**src/rtl/rom_arbiter_if.sv**
```systemverilog
// Bundle between the requesters/ROM side (master) and the arbiter (slave).
// The master side drives the client requests and the ROM read data; the slave
// side returns grants, responses and the ROM address.
interface rom_arbiter_if #(
  parameter int N_REQ  = 2,
  parameter int ADDR_W = 4,
  parameter int DATA_W = 8
);
  logic [N_REQ-1:0]        req;
  logic [N_REQ*ADDR_W-1:0] addr;
  logic [N_REQ-1:0]        gnt;
  logic [N_REQ-1:0]        rsp_valid;
  logic [DATA_W-1:0]       rsp_data;
  logic                    busy;
  logic [ADDR_W-1:0]       rom_addr;
  logic [DATA_W-1:0]       rom_data;

  modport master (
    output req, addr, rom_data,
    input  gnt, rsp_valid, rsp_data, busy, rom_addr
  );

  modport slave (
    input  req, addr, rom_data,
    output gnt, rsp_valid, rsp_data, busy, rom_addr
  );
endinterface

```
**src/rtl/rom_arbiter.sv**
```systemverilog
// Round-robin arbiter sharing one synchronous-read ROM port between N_REQ
// requesters. One read in flight at a time: IDLE -> WAIT -> CAPT -> RESP.
module rom_arbiter #(
  parameter int N_REQ  = 2,
  parameter int ADDR_W = 4,
  parameter int DATA_W = 8
) (
  input  logic          clk,
  input  logic          rst,
  rom_arbiter_if.slave  bus
);

  localparam int IDX_W = (N_REQ > 2) ? 2 : 1;

  localparam logic [1:0] S_IDLE = 2'd0;  // waiting for a request
  localparam logic [1:0] S_WAIT = 2'd1;  // ROM samples rom_addr this cycle
  localparam logic [1:0] S_CAPT = 2'd2;  // ROM output valid, captured at end
  localparam logic [1:0] S_RESP = 2'd3;  // response pulse to the owner

  logic [1:0]        state_q, state_d;
  logic [IDX_W-1:0]  ptr_q, ptr_d;
  logic [IDX_W-1:0]  owner_q, owner_d;
  logic [ADDR_W-1:0] rom_addr_q, rom_addr_d;
  logic [DATA_W-1:0] rsp_data_q, rsp_data_d;

  logic              win_found;
  logic [IDX_W-1:0]  win_idx;
  logic [N_REQ-1:0]  gnt_c;
  logic [N_REQ-1:0]  rsp_valid_c;

  // Pick the first requester at or after the priority pointer, wrapping.
  always_comb begin
    int               cand;
    logic [IDX_W-1:0] cand_idx;
    // NOTE: every combinational variable gets a default first so no path
    // leaves it unassigned, which would otherwise infer a latch.
    win_found = 1'b0;
    win_idx   = '0;
    cand      = 0;
    cand_idx  = '0;
    for (int k = 0; k < N_REQ; k++) begin
      cand = int'(ptr_q) + k;
      if (cand >= N_REQ) cand = cand - N_REQ;
      cand_idx = IDX_W'(cand);
      if (!win_found && bus.req[cand_idx]) begin
        win_found = 1'b1;
        win_idx   = cand_idx;
      end
    end
  end

  // Grant and response pulses; both are suppressed while reset is applied.
  always_comb begin
    gnt_c       = '0;
    rsp_valid_c = '0;
    if (!rst && state_q == S_IDLE && win_found) gnt_c[win_idx] = 1'b1;
    if (!rst && state_q == S_RESP)              rsp_valid_c[owner_q] = 1'b1;
  end

  // Next-state and datapath update for the transaction sequencer.
  always_comb begin
    state_d    = state_q;
    ptr_d      = ptr_q;
    owner_d    = owner_q;
    rom_addr_d = rom_addr_q;
    rsp_data_d = rsp_data_q;
    case (state_q)
      S_IDLE: begin
        if (win_found) begin
          state_d    = S_WAIT;
          owner_d    = win_idx;
          rom_addr_d = bus.addr[win_idx*ADDR_W +: ADDR_W];
          ptr_d      = (win_idx == IDX_W'(N_REQ - 1)) ? '0 : win_idx + IDX_W'(1);
        end
      end
      S_WAIT: state_d = S_CAPT;
      S_CAPT: begin
        rsp_data_d = bus.rom_data;
        state_d    = S_RESP;
      end
      S_RESP:  state_d = S_IDLE;
      default: state_d = S_IDLE;
    endcase
  end

  // State registers with synchronous reset; rsp_data clears so it is never X.
  always_ff @(posedge clk) begin
    // NOTE: sequential state uses non-blocking assignments so every flop
    // samples pre-edge values regardless of statement order.
    if (rst) begin
      state_q    <= S_IDLE;
      ptr_q      <= '0;
      owner_q    <= '0;
      rom_addr_q <= '0;
      rsp_data_q <= '0;
    end else begin
      state_q    <= state_d;
      ptr_q      <= ptr_d;
      owner_q    <= owner_d;
      rom_addr_q <= rom_addr_d;
      rsp_data_q <= rsp_data_d;
    end
  end

  assign bus.gnt       = gnt_c;
  assign bus.rsp_valid = rsp_valid_c;
  assign bus.rsp_data  = rsp_data_q;
  assign bus.busy      = (state_q != S_IDLE);
  assign bus.rom_addr  = rom_addr_q;

endmodule

```
**src/flat_wrapper.sv**
```systemverilog
// flat-port wrapper written by rule: the top's interface ports become plain ports
module rom_arbiter_flat 
#(
  parameter int N_REQ  = 2,
  parameter int ADDR_W = 4,
  parameter int DATA_W = 8
)
  (clk, rst, bus_req, bus_addr, bus_rom_data, bus_gnt, bus_rsp_valid, bus_rsp_data, bus_busy, bus_rom_addr);
  rom_arbiter_if #(.N_REQ(N_REQ), .ADDR_W(ADDR_W), .DATA_W(DATA_W)) bus_i ();
  input  logic clk;
  input  logic rst;
  input wire logic [$bits(bus_i.req)-1:0] bus_req;
  input wire logic [$bits(bus_i.addr)-1:0] bus_addr;
  input wire logic [$bits(bus_i.rom_data)-1:0] bus_rom_data;
  output wire logic [$bits(bus_i.gnt)-1:0] bus_gnt;
  output wire logic [$bits(bus_i.rsp_valid)-1:0] bus_rsp_valid;
  output wire logic [$bits(bus_i.rsp_data)-1:0] bus_rsp_data;
  output wire logic [$bits(bus_i.busy)-1:0] bus_busy;
  output wire logic [$bits(bus_i.rom_addr)-1:0] bus_rom_addr;
  assign bus_i.req = bus_req;
  assign bus_i.addr = bus_addr;
  assign bus_i.rom_data = bus_rom_data;
  assign bus_gnt = bus_i.gnt;
  assign bus_rsp_valid = bus_i.rsp_valid;
  assign bus_rsp_data = bus_i.rsp_data;
  assign bus_busy = bus_i.busy;
  assign bus_rom_addr = bus_i.rom_addr;
  rom_arbiter #(.N_REQ(N_REQ), .ADDR_W(ADDR_W), .DATA_W(DATA_W)) u_core (.clk(clk), .rst(rst), .bus(bus_i));
endmodule
```
**config.mk**
```make
export PLATFORM = sky130hd
export DESIGN_NAME = rom_arbiter_flat
export DESIGN_NICKNAME = d
export VERILOG_FILES = /design/src/rtl/rom_arbiter_if.sv /design/src/rtl/rom_arbiter.sv /design/src/flat_wrapper.sv
export SDC_FILE = /design/constraint.sdc
export NUM_CORES = 1
export LEC_CHECK = 0
export BUFFER_PORTS_ARGS = -buffer_cell sky130_fd_sc_hd__buf_2
export CORE_MARGIN = 2
export CORE_UTILIZATION = 43
export DETAILED_ROUTE_END_ITERATION = 12
export PLACE_DENSITY = 0.77
export SLEW_MARGIN = 20
export SYNTH_ARGS = -nofsm -noshare
export SYNTH_HDL_FRONTEND = slang
export SYNTH_SLANG_ARGS = --single-unit
export TNS_END_PERCENT = 100
```
**constraint.sdc**
```tcl
create_clock -name clk -period 2.2 [get_ports clk]
set_clock_uncertainty 0.2 [all_clocks]
set_input_delay 0.11 -clock clk [delete_from_list [all_inputs] [get_ports clk]]
set_output_delay 0.11 -clock clk [all_outputs]
set_load 0.03 [all_outputs]
```
==> summary.txt <==
Power
  • Total power draw: 1.22 mW
  • Register share of total power: 34.1%
  • Maximum vdd drop: 0.719 mV
  • Clock power frac: 15.2%
  • P_int: 0.718 mW
  • Combinational Power Share: 50.7%
  • PwrDens: 1090 nW/um^2
  • Leak pwr: 0.526 nW
  • Sw Ratio: 41.1%
  • NetSw: 0.502 mW

Synth
  • Synth async-reset ratio: 0%
  • Sequential fraction of the synthesis area: 44.9%
  • Yosys cell types: 23
  • Synthesized cell area: 713 sq um
  • Post-synth EDFFs: 0
  • Top post-synthesis cells by area: dfxtp_1, mux2i_1, nor2_1
  • Synthesis-stage register bit count: 16
  • Cells after Synth: 79
  • Synth warn: 0
  • Primary FF master, synth: dfxtp_1
  • Post-Syn Area per Cell: 9.03 sq um
  • Net Count, Synth: 102
  • Synth area leader: dfxtp_1
  • Post-synth top area share: 44.9%

Placement
  • Dpl hpwl: 1130 um
  • IO Port Bufs: 36
  • Routability cong.: 0.718
  • Area after DPL: 891 sq um

Route
  • Final ANT Viol Nets: 0
  • Total Wirelength: 1750 um
  • DR vias: 759
  • DR iter-0 viols: 15
  • Number of remaining DRC errors: 0
  • Wirelength per Cell: 11.8 um
  • First-pass iteration count of the detailed router: 4
  • Vias/cell: 5.13

Clock tree
  • Num CTS Buffers: 3
  • Root buffer cell: clkbuf_4
  • CTS tree: yes
  • CTS Sinks: 16
  • Clock Tree Buf Depth: 2
  • Worst-Skew Late Latency: 0.28 ns
  • Clock slew at reported path FFs: 0.09 ns
  • H-Tree Depth: 1

Die
  • Core ar.: 1520 sq um
  • Io pins: 37
  • Die height: 44.7 um
  • Rows: 14
  • Die ar.: 2000 sq um
  • Die W: 44.7 um
  • Effective utilization at floorplan: 46.8%

Layout
  • Antenna cell count: 0
  • Fraction of layout cells with a size suffix above 1: 33.3%
  • Final #Nets: 156
  • Area Growth Syn to Fin: 56.1%
  • Design area: 1110 sq um
  • Post-layout util: 73.1%

STA
  • Worst slew pin tran: 0.492 ns
  • Final hold vios: 0
  • Setup Total Neg Slack: 0 ns
  • Max Clk Rate: 490 MHz
  • Max-slew headroom: 67.2%
  • Final Max Tran Viols: 0
  • RSZ-0062 raised after global routing: no
  • Tcrit/Tclk final: 92.7%
  • Tmin final: 2.04 ns
  • Final setup fails: 0

Setup path
  • Worst setup path startpoint: u_core.state_q[0]$_SDFFE_PP0P_
  • R2r startpoint: u_core.state_q[0]$_SDFFE_PP0P_
  • Critical path launch point type: flip-flop
  • Critical Path RT: 2.23 ns
  • Setup CP Type: reg -> reg
  • Critical Path AT: 2.07 ns
  • Maximum fanout along the worst path: 9
  • CP Capture Type: flip-flop

Hold path
  • Hold/Removal Path Class: in -> reg
  • Hold path start: rst

Global routing
  • Initial antenna violation count: 0
  • Vias in the first global route: 695
  • Total GRT Usage: 19.3%
  • Global-route wire length before repair: 2870 um
  • Global route overflow: 0
  • Largest net degree at the start of global routing: 21

Flow run
  • Max cap viols: 0

Status
  • Run status: completed
==> per-stage QoR <==
stage	std cells	hold slack (ns)	setup WS [ns]
finish	148	0.00160	0.160
global placement	126	0.148	0.589
detailed placement	126	0.157	0.549
floorplan	79	0.0572	0.114
global route	148	0.00744	0.00592
CTS	148	0.00619	0.0486
==> cells in the mapped netlist, types with 2 or more instances <==
cell type  instances
a211oi_1           2
a21oi_1            2
a311oi_1           5
buf_2              3
clkbuf_1           2
dfxtp_1           16
ha_1               3
inv_1              3
mux2i_1            8
nand3_1            5
nor2_1            14
o21ai_0            5
==> layer usage <==
metal | GRT usage, % | vias up | wire length [um]
met4 | 5.45 | 0 | 9
met2 | 33.9 | 23 | 894
li1 | - | 386 | -
met5 | 0 | - | 0
met1 | 23.9 | 348 | 756
met3 | 3.60 | 2 | 87
==> worst max-delay path, cell delays in order (launching register included) <==
cell and delay [ns]:
dfxtp_1 0.33, inv_1 0.08, ha_2 0.25, o21a_2 0.25, nor2_1 0.06, a311oi_1 0.25
dlygate4sd3_1 0.58
==> what timing repair did <==
action                                  4_1_cts  5_1_grt
hold buffers                                 18        0
setup buffers                                 0        0
endpoints found under the hold margin        14        0
endpoints found under the setup margin        0        4
resized for setup                             0        3
==> path summary, 6_finish.rpt <==
path                                               to  cells past startpoint  slack, ns
setup / recovery  u_core.bus.rom_addr[2]$_SDFFE_PP0P_                      6       0.16
hold / removal    u_core.bus.rsp_data[7]$_SDFFE_PP0N_                      2      0.002
setup reg to reg  u_core.bus.rom_addr[2]$_SDFFE_PP0P_                      6       0.16
hold reg to reg           u_core.owner_q$_SDFFE_PP0P_                      2       0.27
==> layout make-up <==
cell class | instances | area, sq um
clock buffer | 4 | 36.3
fill | 128 | 410
inverter | 4 | 15.0
multi-input combinational | 54 | 362
sequential | 16 | 320
tap | 16 | 20.0
timing repair buffer | 54 | 360
==> kinds of logic (layout without fill, tap and decap cells) <==
kind of cell,after synthesis,count (layout),synth area share [%]
and+or+nand+nor,27,27,18.1
buffers and inverters,9,62,5.26
DFF,16,16,44.9
muxes,8,8,11.2
AOI/OAI and AO/OA,16,16,15.3
adders and majority gates,3,3,5.26
==> registers in the layout (all words and copies together) (netlist names) <==
signal / count
u_core.ptr_q: 1
u_core.bus.rom_addr: 4
u_core.bus.rsp_data: 8
u_core.owner_q: 1
u_core.state_q: 2
==> placed cells by master, fill, tap and decap left out <==
master,synthesis,layout
nor3b_1,1,1
mux2i_1,8,8
o31ai_1,1,1
nand2b_1,1,1
a311oi_1,5,5
dlygate4sd3_1,0,18
nand3_1,5,5
inv_2,1,1
ha_1,3,2
clkbuf_4,0,3
o21a_2,0,1
o21ai_0,5,5
and3b_1,1,1
clkbuf_8,0,1
nor4_1,1,1
buf_2,3,36
a211oi_1,2,2
nand2_1,1,1
a21oi_1,2,2
inv_1,3,3
nor2_1,14,14
ha_2,0,1
nor2b_2,0,1
or4_1,1,1
nor3_1,1,1
dfxtp_1,16,16
==> power groups by stage <==
stage	Sequential [mW]	Clock, mW	Combinational, mW
6_report	0.415	0.186	0.618
5_1_grt	0.427	0.204	0.677
4_1_cts	0.414	0.189	0.608
3_5_place_dp	0.421	0	0.553
3_3_place_gp	0.417	0	0.546
2_1_floorplan	0.525	0	0.320
No activity file was read; power rests on OpenSTA's default activity.
